[src/rtl/flopoco_pkg.sv]
// Shared FloPoCo definitions: exception encoding and per-width IEEE field sizes.
package flopoco_pkg;

  typedef enum logic [1:0] {
    EXC_ZERO   = 2'b00,
    EXC_NORMAL = 2'b01,
    EXC_INF    = 2'b10,
    EXC_NAN    = 2'b11
  } exc_e;

  // Exponent field width for a supported IEEE operand width.
  function automatic int exp_w(input int data_w);
    return (data_w == 16) ? 5 : 8;
  endfunction

  // Fraction field width for a supported IEEE operand width.
  function automatic int frac_w(input int data_w);
    return (data_w == 16) ? 10 : 23;
  endfunction

endpackage

[src/rtl/ieee_to_fp_pipe_if.sv]
// Valid/ready handshake bundle linking pipeline stages.
interface ieee_to_fp_pipe_if;
  logic valid;
  logic ready;

  modport master (output valid, input ready);
  modport slave  (input valid, output ready);
endinterface

[src/rtl/fp_pipe_reg.sv]
// One elastic pipeline stage: payload register plus valid bit with valid/ready flow control.
module fp_pipe_reg #(
  parameter int DATA_W = 8
) (
  input  logic                clk,
  input  logic                rst_n,
  ieee_to_fp_pipe_if.slave    up,
  ieee_to_fp_pipe_if.master   dn,
  input  logic [DATA_W-1:0]   d,
  output logic [DATA_W-1:0]   q
);

  logic vld;
  logic load;

  // The stage may take a new beat when empty or when its current beat leaves this cycle.
  assign load     = !vld || dn.ready;
  assign up.ready = load;
  assign dn.valid = vld;

  // Capture the upstream beat on load; payload is cleared on reset so outputs read zero.
  always_ff @(posedge clk) begin
    if (!rst_n) begin
      vld <= 1'b0;
      q   <= '0;
    end else if (load) begin
      vld <= up.valid;
      if (up.valid) begin
        q <= d;
      end
    end
  end

endmodule

[src/rtl/ieee_to_fp_pipe.sv]
// IEEE 754 to FloPoCo format converter: two-stage elastic pipeline with subnormal flush counter.
module ieee_to_fp_pipe
  import flopoco_pkg::*;
#(
  parameter int DataWidth = 32,
  parameter int CntWidth  = 16
) (
  input  logic                 clk_i,
  input  logic                 rst_ni,
  input  logic [DataWidth-1:0] ieee_i,
  input  logic                 valid_i,
  output logic                 ready_o,
  output logic [DataWidth+1:0] fp_o,
  output logic                 flushed_o,
  output logic                 valid_o,
  input  logic                 ready_i,
  output logic [CntWidth-1:0]  flush_cnt_o,
  input  logic                 flush_cnt_clr_i
);

  localparam int WE = exp_w(DataWidth);
  localparam int WF = frac_w(DataWidth);
  localparam int PW = DataWidth + 3;

  if (DataWidth != 16 && DataWidth != 32) begin : g_bad_width
    $error("ieee_to_fp_pipe: unsupported DataWidth %0d (use 16 or 32)", DataWidth);
  end

  ieee_to_fp_pipe_if hs_in ();
  ieee_to_fp_pipe_if hs_mid ();
  ieee_to_fp_pipe_if hs_out ();

  logic                 sign_p0;
  logic [WE-1:0]        exp_p0;
  logic [WF-1:0]        frac_p0;
  exc_e                 exc_p0;
  logic                 flushed_p0;
  logic [PW-1:0]        pl_p0;
  logic [PW-1:0]        pl_p1;
  logic [PW-1:0]        pl_p2_d;
  logic [PW-1:0]        pl_p2;
  logic [1:0]           exc_p1;
  logic [DataWidth-1:0] body_p1;
  logic                 flushed_p1;
  logic                 vld_p1;
  logic                 vld_p2;
  logic                 acc_p0;

  assign {sign_p0, exp_p0, frac_p0} = ieee_i;

  // Stage 0 -> 1: classify the raw operand.
  always_comb begin
    exc_p0     = EXC_NORMAL;
    flushed_p0 = 1'b0;
    if (exp_p0 == '0) begin
      exc_p0     = EXC_ZERO;
      flushed_p0 = |frac_p0;
    end else if (&exp_p0) begin
      exc_p0 = (|frac_p0) ? EXC_NAN : EXC_INF;
    end
  end

  assign pl_p0       = {exc_p0, ieee_i, flushed_p0};
  assign hs_in.valid = valid_i;
  assign ready_o     = hs_in.ready;
  assign acc_p0      = valid_i && hs_in.ready;

  fp_pipe_reg #(.DATA_W(PW)) u_stage1 (
    .clk   (clk_i),
    .rst_n (rst_ni),
    .up    (hs_in),
    .dn    (hs_mid),
    .d     (pl_p0),
    .q     (pl_p1)
  );

  assign exc_p1     = pl_p1[PW-1 -: 2];
  assign body_p1    = pl_p1[DataWidth:1];
  assign flushed_p1 = pl_p1[0];
  assign vld_p1     = hs_mid.valid;

  // Stage 1 -> 2: pack FloPoCo word, zeroing exponent/fraction for non-normal classes.
  always_comb begin
    pl_p2_d = '0;
    pl_p2_d[PW-1 -: 2]      = exc_p1;
    pl_p2_d[DataWidth]      = body_p1[DataWidth-1];
    pl_p2_d[0]              = flushed_p1;
    if (exc_p1 == EXC_NORMAL) begin
      pl_p2_d[DataWidth-1:1] = body_p1[DataWidth-2:0];
    end
  end

  fp_pipe_reg #(.DATA_W(PW)) u_stage2 (
    .clk   (clk_i),
    .rst_n (rst_ni),
    .up    (hs_mid),
    .dn    (hs_out),
    .d     (pl_p2_d),
    .q     (pl_p2)
  );

  assign vld_p2       = hs_out.valid;
  assign hs_out.ready = ready_i;
  assign valid_o      = vld_p2;
  assign fp_o         = pl_p2[PW-1:1];
  assign flushed_o    = pl_p2[0];

  // Count flushed subnormals accepted at the input; clear wins, count saturates.
  always_ff @(posedge clk_i) begin
    if (!rst_ni) begin
      flush_cnt_o <= '0;
    end else if (flush_cnt_clr_i) begin
      flush_cnt_o <= '0;
    end else if (acc_p0 && flushed_p0 && (flush_cnt_o != '1)) begin
      flush_cnt_o <= flush_cnt_o + 1'b1;
    end
  end

endmodule

[config.mk]
export PLATFORM = sky130hd
export DESIGN_NAME = ieee_to_fp_pipe
export DESIGN_NICKNAME = d
export VERILOG_FILES = /design/src/rtl/flopoco_pkg.sv /design/src/rtl/ieee_to_fp_pipe_if.sv /design/src/rtl/fp_pipe_reg.sv /design/src/rtl/ieee_to_fp_pipe.sv
export SDC_FILE = /design/constraint.sdc
export NUM_CORES = 1
export LEC_CHECK = 0
export BUFFER_PORTS_ARGS = -buffer_cell sky130_fd_sc_hd__buf_2
export CAP_MARGIN = 15
export CORE_MARGIN = 2
export CORE_UTILIZATION = 51
export DETAILED_ROUTE_END_ITERATION = 6
export PLACE_DENSITY = 0.77
export SYNTH_ARGS = -nofsm -noshare
export SYNTH_HDL_FRONTEND = slang
export SYNTH_SLANG_ARGS = --single-unit
[constraint.sdc]
create_clock -name clk_i -period 3.8 [get_ports clk_i]
set_clock_uncertainty 0.15 [all_clocks]
set_input_delay 1.14 -clock clk_i [delete_from_list [all_inputs] [get_ports clk_i]]
set_output_delay 1.14 -clock clk_i [all_outputs]
set_load 0.005 [all_outputs]
==> Word-level counts from Yosys, hierarchy flattened <==
Index checks and enable logic that the tools add are counted.
{ "classes": {"n_addsub": 1, "multipliers": 0, "div": 0, "order_cmp": 0, "eq_ne": 2, "shifts": 0, "muxes": 5, "n_bitwise": 1, "reduce_logical": 13} }
{ "op_table": {"columns": ["op", "n"], "rows": [
  ["$mux 31", 1],
  ["$reduce_or 23->1", 1],
  ["$add 16x1->16 const B", 1],
  ["$ne 16x16->1 const B", 1],
  ["$logic_not 8->1", 1],
  ["$reduce_and 8->1", 1],
  ["$mux 2", 2],
  ["$reduce_and 2->1", 2],
  ["$logic_and 1x1->1", 3],
  ["$eq 2x1->1 const B", 1],
  ["$logic_not 1->1", 2],
  ["$logic_or 1x1->1", 2],
  ["$mux 1", 2],
  ["$reduce_or 2->1", 1],
  ["$not 1->1", 1]
]} }
{ "totals": {"reg_bits": 88, "latch_bits": 0, "ram_bits": 0, "mem_bits_ro": 0, "word_cells": 27, "mem_count": 0} }

==> Logic depth before layout (Yosys ltp) <==
{ "depth": {"ltp_word": 6, "depth_mapped": 7, "ltp_nobuf": 6} }

==> By module <==
Synthesis repeated with hierarchy kept, for this count alone.
{ "unflattened": {"cells_unflattened": 473, "hier_area_um2": 4144.0} }
{ "modules_own_cells": {"columns": ["module", "instances", "cells_per_inst", "area_each_um2", "seq_area_each_um2"], "rows": [
  ["fp_pipe_reg", 2, 157, 1480.2, 720.7],
  ["ieee_to_fp_pipe", 1, 159, 1183.6, 320.3]
]} }

==> Least setup slack after synthesis <==
OpenSTA, ideal clock, no wires.
{ "synth_path": {"kind": "input-to-reg", "startpoint": "input ieee_i[23]", "endpoint": "register flush_cnt_o[13]", "setup_time_ns": 0.059, "arrival_time_ns": 2.830, "t_required_ns": 3.591, "slack_ns": 0.761, "cell_stages": 6, "path_cell_list": "or4_1 -> nor4b_4 -> o211ai_2 -> buf_6 -> or4_1 -> nand2_1"} }
{ "synth_via": {"elab_chain_cells": 4} }
{ "synth_lines": {"columns": ["item", "line_no", "source"], "rows": [
  ["from (decl)", "ieee_to_fp_pipe.sv:10", "input logic [DataWidth-1:0] ieee_i,"],
  ["$logic_not 8->1", "ieee_to_fp_pipe.sv:55", "if (exp_p0 == '0) begin"],
  ["$mux 1", "ieee_to_fp_pipe.sv:55", null],
  ["$logic_and 1x1->1 (2 in series)", "ieee_to_fp_pipe.sv:114", "end else if (acc_p0 && flushed_p0 && (flush_cnt_o != '1)) begin"],
  ["to (signal assigned)", "ieee_to_fp_pipe.sv:115", "flush_cnt_o <= flush_cnt_o + 1'b1;"],
  ["to (decl)", "ieee_to_fp_pipe.sv:17", "output logic [CntWidth-1:0] flush_cnt_o,"]
]} }
Every way passes these cells.
A chain may end at the register's enable or synchronous reset.

==> Worst setup path in the final report <==
{ "layout_path": {"startpoint": "input ieee_i[23]", "endpoint": "register flush_cnt_o[14]"} }
The elaborated chain is that of the path after synthesis.

==> tab_implementation.tex <==
\begin{tabular}{lr}
\hline
Metric & Value \\
\hline
\multicolumn{2}{l}{\textbf{Outcome}} \\
Run status & finished clean \\
\multicolumn{2}{l}{\textbf{Clock tree}} \\
Clock latency of the later-clocked register in the worst-skew pair & 0.35 ns \\
Number of post-CTS setup repair buffers & 0 \\
TritonCTS buffer count & 9 \\
Register clock-pin slew on the reported worst setup and hold paths & 0.08 ns \\
H-Tree Level Count & 3 \\
Quantity of hold-fixing buffers added after cts & 0 \\
TritonCTS clock tree & yes \\
Longest Clk Path Bufs & 2 \\
Root Driver & sky130\_fd\_sc\_hd\_\_clkbuf\_8 \\
Number of sinks driven by the clock tree & 88 \\
Total of cells resized after clock tree synthesis & 0 \\
\multicolumn{2}{l}{\textbf{Min path}} \\
Startpoint of the lowest-slack hold path & u\_stage2.q[16] \\
Hold crit path type & flip-flop to flip-flop \\
Hold worst-path end & u\_stage2.q[16] \\
Worst Hold Path Cells & 2 \\
\multicolumn{2}{l}{\textbf{Run}} \\
Max\_cap viols & 0 \\
\multicolumn{2}{l}{\textbf{Yosys}} \\
Per-instance average area after synthesis & 8.40 sq um \\
Sequential fraction of the synthesis area & 0.486 \\
Synthesized netlist net count & 470 \\
Post-Synthesis Cells & 432 \\
Main synth FF type & sky130\_fd\_sc\_hd\_\_dfxtp\_1 \\
FFs w/ async S/R, synth & 0 \\
Cell type contributing the most total cell area after synthesis & sky130\_fd\_sc\_hd\_\_dfxtp\_1 \\
Yosys synthesis warning count & 0 \\
Syn Std Cell Area & 3630 sq um \\
Top area cells in the synthesized netlist & sky130\_fd\_sc\_hd\_\_dfxtp\_1, sky130\_fd\_sc\_hd\_\_a21boi\_0, sky130\_fd\_sc\_hd\_\_nand2\_1 \\
Proportion of netlist area held by the largest area contributor & 0.486 \\
Post-synth EDFFs & 0 \\
Cell variety after synth & 34 \\
Total of flip-flops plus latches after synthesis & 88 \\
\multicolumn{2}{l}{\textbf{Place}} \\
Total of buffers placed on input and output ports & 89 \\
Post-placement cell area & 4140 sq um \\
Post-detail-place hpwl & 5810 microns \\
Placer congestion estimate & 0.771 \\
\multicolumn{2}{l}{\textbf{Timing}} \\
Final period util & 0.824 \\
Maximum frequency from static timing analysis & 319 MHz \\
Setup repair after global routing missed its margin & no \\
Pins Over Slew Limit & 0 \\
\# setup viols final & 0 \\
Slew HR & 0.575 \\
Slew of the pin with the lowest slew margin & 0.632 ns \\
Total Negative Setup Slacks & 0 ns \\
Fin. Hold Viols & 0 \\
Final period demand of the worst path & 3.13 ns \\
\multicolumn{2}{l}{\textbf{Worst setup path}} \\
Largest fanout of any net on the critical path & 17 \\
CP peak stage delay & 0.62 ns \\
Setup Crit Path Kind & input pin to flip-flop \\
Most common cell type on the critical path & sky130\_fd\_sc\_hd\_\_or4\_1 \\
Crit path cell chain & buf\_2 -> or4\_1 -> nor4b\_4 -> o21ai\_2 -> or4\_1 -> a21oi\_1 \\
Reg2reg setup slack & 1.53 ns \\
Worst reg2reg endpoint & flush\_cnt\_o[11] \\
Start of the worst register-to-register path & flush\_cnt\_o[1] \\
Startpoint class of the critical path & input pin \\
CP endpoint kind & flip-flop \\
Slowest stage cell, crit path & sky130\_fd\_sc\_hd\_\_or4\_1 \\
Worst Path Buf+Inv & 1 \\
Worst path top cell family by delay & simple AND/OR/NAND/NOR gates \\
Worst EP arrival & 3.26 ns \\
Data required time at the worst endpoint & 3.93 ns \\
Number of cells on the worst reg-to-reg path & 6 \\
\multicolumn{2}{l}{\textbf{Floorplanning}} \\
Core Rows & 30 \\
Die span in x & 88.4 microns \\
Floorplan core area & 6830 sq um \\
Effective utilization at floorplan & 0.531 \\
Die area & 7810 sq um \\
Die Y-Extent & 88.4 microns \\
Top-level port count & 90 \\
\multicolumn{2}{l}{\textbf{Drt}} \\
DR WL met2 & 3960 microns \\
DR vias/cell & 5.41 \\
Number of violations reported at the end of detailed-routing iteration 0 & 151 \\
Antenna-violating nets left & 0 \\
Average detailed-routed wire length per instance & 13.8 microns \\
Remaining DRCs & 0 \\
Post-detailed-routing wire length & 8430 microns \\
First-pass DRT Iterations & 4 \\
Wire length on met1 & 3930 microns \\
Top routing layer used & met4 \\
DR vias & 3,298 \\
Routed met3 length & 437 microns \\
\multicolumn{2}{l}{\textbf{Cells and area}} \\
Number of antenna cells inserted & 0 \\
Utilization of the core after routing & 0.640 \\
Sequential standard cell area & 1760 sq um \\
Most frequent cells in the layout & sky130\_fd\_sc\_hd\_\_nand2\_1, sky130\_fd\_sc\_hd\_\_buf\_2, sky130\_fd\_sc\_hd\_\_dfxtp\_1, sky130\_fd\_sc\_hd\_\_a21boi\_0, sky130\_fd\_sc\_hd\_\_nand3\_1 \\
Area taken by multi-input logic gates & 1740 sq um \\
Final Net Count & 547 \\
Number of inserted filler cells in the final layout & 637 \\
Relative area change from synthesis to final layout & 20.4\% \\
Final design area excluding fillers & 4370 sq um \\
Share of post-route cells with drive strength above 1 & 0.230 \\
Most common cell after layout, fill and taps aside & sky130\_fd\_sc\_hd\_\_nand2\_1 \\
\multicolumn{2}{l}{\textbf{Power}} \\
Part of the power in registers & 0.520 \\
Part of the total power dissipated in combinational logic & 0.068 \\
Reported net switching power & 0.415 mW \\
Power consumption & 1.84 mW \\
Cell-internal power & 1.43 mW \\
Switching power share of the total & 0.225 \\
Clock group share of total power & 0.412 \\
Worst ir drop on vdd & 243 uV \\
PD cells & 422 nW/um\^{}2 \\
Leakage component of the power & 1.71 nW \\
\multicolumn{2}{l}{\textbf{Global route}} \\
Wire length of the first global-routing pass & 13,300 microns \\
Antenna violations before repair & 0 \\
Number of global-route vias before repair & 2,871 \\
Total grt overflow & 0 \\
Pin count of the biggest net entering global routing & 74 \\
Overall Global Routing Usage & 0.215 \\
\hline
\end{tabular}
-- worst max path at each step --
| stage | cells after the start | slack [ns] | end | from |
|---|---|---|---|---|
| floorplan | 6 | 0.76 | flush_cnt_o[13] | ieee_i[23] |
| global placement | 6 | 0.42 | flush_cnt_o[14] | ieee_i[23] |
| detailed placement | 6 | 0.33 | flush_cnt_o[6] | ieee_i[23] |
| CTS | 6 | 0.68 | flush_cnt_o[14] | ieee_i[23] |
| global route | 6 | 0.60 | flush_cnt_o[10] | ieee_i[23] |
| finish | 6 | 0.67 | flush_cnt_o[14] | ieee_i[23] |
-- power groups by stage --
stage,Combinational [mW],Clock (mW),Sequential [mW]
5_1_grt,0.140,0.806,0.962
3_3_place_gp,0.123,0,0.979
4_1_cts,0.125,0.771,0.959
6_report,0.125,0.760,0.959
3_5_place_dp,0.125,0,0.981
2_1_floorplan,0.0748,0,0.978
-- flip-flops by register name (all words and copies together) (netlist names) --
name               cells
flush_cnt_o           16
u_stage1.dn.valid      1
u_stage2.dn.valid      1
u_stage2.q            35
u_stage1.q            35
-- Yosys cell counts (3+ instances only) --
library cell / n
sky130_fd_sc_hd__dfxtp_1: 88
sky130_fd_sc_hd__nand3_1: 39
sky130_fd_sc_hd__nand4_1: 11
sky130_fd_sc_hd__a21oi_1: 10
sky130_fd_sc_hd__o21ai_0: 5
sky130_fd_sc_hd__o31ai_1: 6
sky130_fd_sc_hd__a21boi_0: 71
sky130_fd_sc_hd__or4_1: 9
sky130_fd_sc_hd__nor4_1: 7
sky130_fd_sc_hd__o41ai_1: 3
sky130_fd_sc_hd__clkbuf_1: 29
sky130_fd_sc_hd__nor2_1: 6
sky130_fd_sc_hd__inv_1: 4
sky130_fd_sc_hd__nand2_1: 117
sky130_fd_sc_hd__or3_1: 3
-- routing by layer --
layer,up-vias,global-route usage
li1,1672,-
met5,-,0
met2,96,0.334
met1,1517,0.303
met3,13,0.0364
met4,0,0.0799
-- tightest hold or removal path: stages (launching register included) --
cell and delay (ns):
sky130_fd_sc_hd__dfxtp_1 0.31, sky130_fd_sc_hd__nand2_1 0.05, sky130_fd_sc_hd__a21boi_0 0.06
-- final cells by class --
| class | instances | share of cell area |
|---|---|---|
| flip-flops and latches | 88 | 0.403 |
| multi-input cells | 310 | 0.398 |
| repair buffers | 96 | 0.114 |
| clock buffers | 10 | 0.0292 |
| well taps | 96 | 0.0275 |
| clock inverters | 6 | 0.0246 |
| inverters | 4 | 0.00344 |
-- kinds of logic after synthesis --
kind of cell | after synthesis | share of synthesized area
buffers and inverters | 34 | 0.0372
flip-flops | 88 | 0.486
adder cells (fa/ha/maj) | 1 | 0.00345
AND/OR/NAND/NOR | 204 | 0.262
AO/OA/AOI/OAI | 105 | 0.211
-- stage by stage --
step | std cells | setup slack [ns] | hold WS, ns
floorplan | 432 | 0.761 | 0.291
global placement | 594 | 0.418 | 0.297
detailed placement | 594 | 0.333 | 0.305
CTS | 610 | 0.683 | 0.315
global route | 610 | 0.604 | 0.332
finish | 610 | 0.670 | 0.309
(Power assumes the default switching activity.)
